## src/rtl/bidir_port_ctrl.sv

```systemverilog
// Bidirectional pad controller: sequences the level-shifter direction and the
// tri-state enable around bus turnaround, and synchronises the pad input.
module bidir_port_ctrl #(
  parameter int WIDTH       = 8,
  parameter int SYNC_STAGES = 2,
  parameter int TURN_CYCLES = 2
) (
  input  logic             clk,
  input  logic             reset,
  input  logic             dir_req,
  input  logic             wr_valid,
  input  logic [WIDTH-1:0] wr_data,
  output logic             wr_ready,
  output logic             rd_valid,
  output logic [WIDTH-1:0] rd_data,
  output logic             rd_changed,
  input  logic [WIDTH-1:0] port_in,
  output logic [WIDTH-1:0] port_out,
  output logic             port_oe,
  output logic             port_dir,
  output logic             busy
);

  localparam logic [2:0] S_IN       = 3'd0;
  localparam logic [2:0] S_TURN_OUT = 3'd1;
  localparam logic [2:0] S_OUT      = 3'd2;
  localparam logic [2:0] S_TURN_IN  = 3'd3;
  localparam logic [2:0] S_FLUSH    = 3'd4;

  localparam int TC_W = $clog2(TURN_CYCLES + 1);
  localparam int FC_W = $clog2(SYNC_STAGES + 1);
  localparam logic [TC_W-1:0] TC_LOAD = TC_W'(TURN_CYCLES - 1);
  localparam logic [FC_W-1:0] FC_LOAD = FC_W'(SYNC_STAGES - 1);

  logic [2:0]      state_q, state_d;
  logic [TC_W-1:0] tcnt_q, tcnt_d;
  logic [FC_W-1:0] fcnt_q, fcnt_d;

  logic [SYNC_STAGES-1:0][WIDTH-1:0] sync_q, sync_d;
  logic [WIDTH-1:0] port_out_q, port_out_d;
  logic port_oe_q, port_oe_d, port_dir_q, port_dir_d;
  logic wr_ready_q, wr_ready_d, rd_valid_q, rd_valid_d;
  logic rd_changed_q, rd_changed_d, busy_q, busy_d;

  always_comb begin
    sync_d[0] = port_in;
    for (int i = 1; i < SYNC_STAGES; i++) sync_d[i] = sync_q[i-1];
  end

  // dir_req is only looked at in the steady states; the sequences run to completion.
  always_comb begin
    state_d = state_q;
    tcnt_d  = tcnt_q;
    fcnt_d  = fcnt_q;
    case (state_q)
      S_IN: if (dir_req) begin
        state_d = S_TURN_OUT;
        tcnt_d  = TC_LOAD;
      end
      S_TURN_OUT: if (tcnt_q == '0) state_d = S_OUT;
                  else tcnt_d = tcnt_q - TC_W'(1);
      S_OUT: if (!dir_req) begin
        state_d = S_TURN_IN;
        tcnt_d  = TC_LOAD;
      end
      S_TURN_IN: if (tcnt_q == '0) begin
        state_d = S_FLUSH;
        fcnt_d  = FC_LOAD;
      end else tcnt_d = tcnt_q - TC_W'(1);
      S_FLUSH: if (fcnt_q == '0) state_d = S_IN;
               else fcnt_d = fcnt_q - FC_W'(1);
      default: begin
        state_d = S_FLUSH;
        fcnt_d  = FC_LOAD;
      end
    endcase
  end

  // Outputs are decoded from the next state so they change on the same edge as state_q.
  always_comb begin
    port_dir_d   = (state_d == S_TURN_OUT) || (state_d == S_OUT) || (state_d == S_TURN_IN);
    port_oe_d    = (state_d == S_OUT);
    wr_ready_d   = (state_d == S_OUT);
    rd_valid_d   = (state_d == S_IN);
    busy_d       = (state_d == S_TURN_OUT) || (state_d == S_TURN_IN) || (state_d == S_FLUSH);
    port_out_d   = (wr_valid && wr_ready_q) ? wr_data : port_out_q;
    rd_changed_d = (state_d == S_IN) && rd_valid_q &&
                   (sync_d[SYNC_STAGES-1] != sync_q[SYNC_STAGES-1]);
  end

  always_ff @(posedge clk) begin
    if (reset) begin
      state_q      <= S_FLUSH;
      tcnt_q       <= TC_LOAD;
      fcnt_q       <= FC_LOAD;
      sync_q       <= '0;
      port_out_q   <= '0;
      port_oe_q    <= 1'b0;
      port_dir_q   <= 1'b0;
      wr_ready_q   <= 1'b0;
      rd_valid_q   <= 1'b0;
      rd_changed_q <= 1'b0;
      busy_q       <= 1'b1;
    end else begin
      state_q      <= state_d;
      tcnt_q       <= tcnt_d;
      fcnt_q       <= fcnt_d;
      sync_q       <= sync_d;
      port_out_q   <= port_out_d;
      port_oe_q    <= port_oe_d;
      port_dir_q   <= port_dir_d;
      wr_ready_q   <= wr_ready_d;
      rd_valid_q   <= rd_valid_d;
      rd_changed_q <= rd_changed_d;
      busy_q       <= busy_d;
    end
  end

  assign rd_data    = sync_q[SYNC_STAGES-1];
  assign port_out   = port_out_q;
  assign port_oe    = port_oe_q;
  assign port_dir   = port_dir_q;
  assign wr_ready   = wr_ready_q;
  assign rd_valid   = rd_valid_q;
  assign rd_changed = rd_changed_q;
  assign busy       = busy_q;

endmodule

```

## config.mk

```make
export PLATFORM = sky130hd
export DESIGN_NAME = bidir_port_ctrl
export DESIGN_NICKNAME = d
export VERILOG_FILES = /design/src/rtl/bidir_port_ctrl.sv
export SDC_FILE = /design/constraint.sdc
export NUM_CORES = 1
export LEC_CHECK = 0
export ABC_AREA = 1
export CORE_AREA = 2 2 58 60
export DETAILED_ROUTE_END_ITERATION = 8
export DIE_AREA = 0 0 60 62
export PLACE_DENSITY_LB_ADDON = 0.05
export SYNTH_ARGS = -nofsm -noshare
export SYNTH_HDL_FRONTEND = slang
export SYNTH_SLANG_ARGS = --single-unit
```

## constraint.sdc

```tcl
create_clock -name clk -period 1.6 [get_ports clk]
set_clock_uncertainty 0.15 [all_clocks]
set_input_delay 0.24 -clock clk [delete_from_list [all_inputs] [get_ports clk]]
set_output_delay 0.24 -clock clk [all_outputs]
set_load 0.02 [all_outputs]
```

==> results of run 1 <==
## worst register-to-register path: stages (launching register included)
cell and delay [ns]:
dfxtp_2 0.34, inv_1 0.05, ha_1 0.18, nand2_1 0.10
nand2_1 0.07, a21oi_2 0.14, nand2_2 0.12, nand2_1 0.08
o211ai_1 0.08
## power by group
group,internal [mW],switching [mW]
Combinational,0.182,0.249
Clock,0.162,0.255
Sequential,0.980,0.0449
Total,1.32,0.548
## cells in the final DEF, fill, tap and decap left out, drive strengths merged
master / n
a21oi: 4
buf: 1
clkbuf: 6
clkdlybuf4s50: 19
clkinv: 1
dfxtp: 36
dlygate4sd2: 22
ha: 2
inv: 31
nand2: 30
nand3: 6
nor2: 44
o211ai: 2
o21ai: 9
xnor2: 5
## metal layers
metal / wire length [um] / track usage (%) / up-vias
met3: 183 / 6.42 / 4
li1: - / - / 605
met5: 0 / 0 / -
met1: 1050 / 17.6 / 496
met2: 1180 / 23.1 / 31
met4: 47 / 7.62 / 0
## logic make-up (layout without fill, tap and decap cells)
logic type | Yosys count | after routing | share of synthesized area (%)
AOI/OAI and AO/OA | 15 | 15 | 6.01
xor gates and xnor gates | 5 | 5 | 3.29
adders and majority gates | 2 | 2 | 1.88
buffers and inverters | 34 | 80 | 9.87
DFF | 36 | 36 | 54.1
and+or+nand+nor | 80 | 80 | 24.8
## per-stage QoR
stage	cell area, um^2	instances	hold slack [ns]	worst slack (ns)	utilization (%)
after floorplan	1330	172	0.159	0.236	-
after global placement	1800	257	0.272	0.0782	56.7
after detailed placement	1800	257	0.277	0.0232	56.7
after CTS	1820	264	0.253	0.0741	57.3
after global routing	1830	264	0.245	0.0175	57.7
final	1830	264	0.269	0.153	57.7
## sequential cells by signal, summed over array words and instances (netlist names)
register,count
wr_ready,1
busy,1
sync_d,8
state_q,3
port_dir,1
rd_valid,1
rd_data,8
rd_changed,1
port_out,8
fcnt_q,2
tcnt_q,2
## layout make-up
type / count / area, um^2 / area share, %
clock buffer: 6 / 41.3 / 2.25
clock inverter: 1 / 5.00 / 0.273
inverter: 31 / 116 / 6.35
multi-input combinational: 102 / 488 / 26.6
sequential: 36 / 722 / 39.4
tap: 46 / 57.6 / 3.14
timing repair buffer: 42 / 403 / 22.0
## path summary, 6_finish.rpt
| kind | slack, ns | depth (start not counted) | endpoint | start |
|---|---|---|---|---|
| min | 0.27 | 3 | sync_d[11] | port_in[3] |
| max reg2reg | 0.15 | 8 | tcnt_q[0] | tcnt_q[0] |
| min reg2reg | 0.29 | 2 | rd_data[7] | sync_d[15] |
| max | 0.15 | 8 | tcnt_q[0] | tcnt_q[0] |
## repair_timing
action,in CTS,in global routing
gates cloned,0,0
resized for setup,22,3
setup endpoints to repair,22,4
buffers inserted,0,0
==> impl_metrics.yaml, run 1 <==
clock_network:
  cts_buffers: 5
  cts_hold_buf: 0
  h-tree-depth: 2
  clock_latency_ns: 0.32
  clk_path_buf_depth: 2
  path_clk_slew_ns: 0.09
  clock-sinks: 36
  cts_root_buf: "clkbuf_4"
  cts_tree: "done"
grt:
  grt_pass1_wl_um: 4010
  grt_pass1_vias: 949
  grt_max_degree: 23
  antenna_found_initial: 0
  overflow: 0
  track_usage_pct: 14.9
yosys:
  syn_area_mm2: 0.00133
  syn_avg_cell_area_um2: 7.74
  netlist_instances: 172
  synth_top_area_share_pct: 54.1
  synth_edf_count: 0
  syn_nets: 194
  synth_common_cells: "42 x nor2_1, 36 x dfxtp_1, 31 x inv_1"
  yosys_warnings: 0
  ys_types: 16
  ys_seq_area_share_pct: 54.1
  synth-async-reset-ratio_pct: 0
  yosys_most_used_dff: "dfxtp_1"
  yosysMostFrequentCell: "nor2_1"
  synth_top_cell_by_area: "dfxtp_1"
  synth-seq-cells: 36
  synthTopCellsByArea: "dfxtp_1 54%, nor2_1 12%, inv_1 8.7%, nand2_1 7.6%, o21ai_0 3.4%"
place:
  io_buffer_count: 41
  gp_congestion: 0.797
  dp_hpwl_um: 1870
sta:
  finalCritPeriodShare_pct: 90.4
  max_freq_ghz: 0.691
  rsz0062_at_grt: "false"
  finalCriticalPeriod_ns: 1.45
  hold_violations: 0
  slew_violations: 0
  setup_tns_ns: 0
  tightest_slew_ns: 0.258
  relSlewSlack_pct: 82.8
  setup_viol_count_final: 0
pwr:
  vdd_drop_max_v: 0.000584
  p_leak_nw: 0.910
  power.density_mw_per_mm2: 1020
  finalPower_mw: 1.87
run_status:
  status: "finished, final reports clean"
critical_path:
  cpPeakStageDelay_ns: 0.34
  crit_top_cell: "nand2_1"
  slowest_stage: "dfxtp_2"
  worstSetupStartpointType: "flip-flop"
  cp-end-kind: "flip-flop"
  path_cells: "inv_1 > ha_1 > nand2_1 > nand2_1 > a21oi_2 > nand2_2 > nand2_1 > o211ai_1"
  critical_path_class: "flip-flop to flip-flop"
  arrival_ns: 1.49
  crit_path_max_fanout: 7
  critPathBufInv: 1
  critical_path.top_delay_family: "simple AND/OR/NAND/NOR gates"
  critPathRequiredTime_ns: 1.65
drt:
  dr.pass1.iters: 4
  routed_wl_um: 2460
  drtAntennaViolNets: 0
  via_per_inst: 4.30
  drc: 0
  vias: 1136
  drt_iter0_drc: 32
  avgRoutedWirePerCell_um: 9.30
cells_and_area:
  diodes: 0
  syn_to_final_growth_pct: 37.7
  drive_gt1_share_pct: 7.34
  fill_cells: 311
  num-nets-final: 240
floorplan:
  ioPinCount: 42
  die_area_mm2: 0.00372
  coreArea_mm2: 0.00318
  die_y_um: 62
  start_util_pct: 41.9
  die_w_um: 60
  rows: 21
run:
  drv_cap: 0
hold_path:
  hp-class: "primary input to flip-flop"
(Power assumes the default switching activity.)
==> run 2, diff against run 1 <==
Settings changed: CTS_CLUSTER_DIAMETER from default to 50.
==> results of run 2 <==
The final DEF is identical to that of run 1; final timing and power are the same.
==> run 3, diff against run 2 <==
Settings changed: CAP_MARGIN from default to 10.
==> results of run 3 <==
The final DEF is identical to that of run 1; final timing and power are the same.
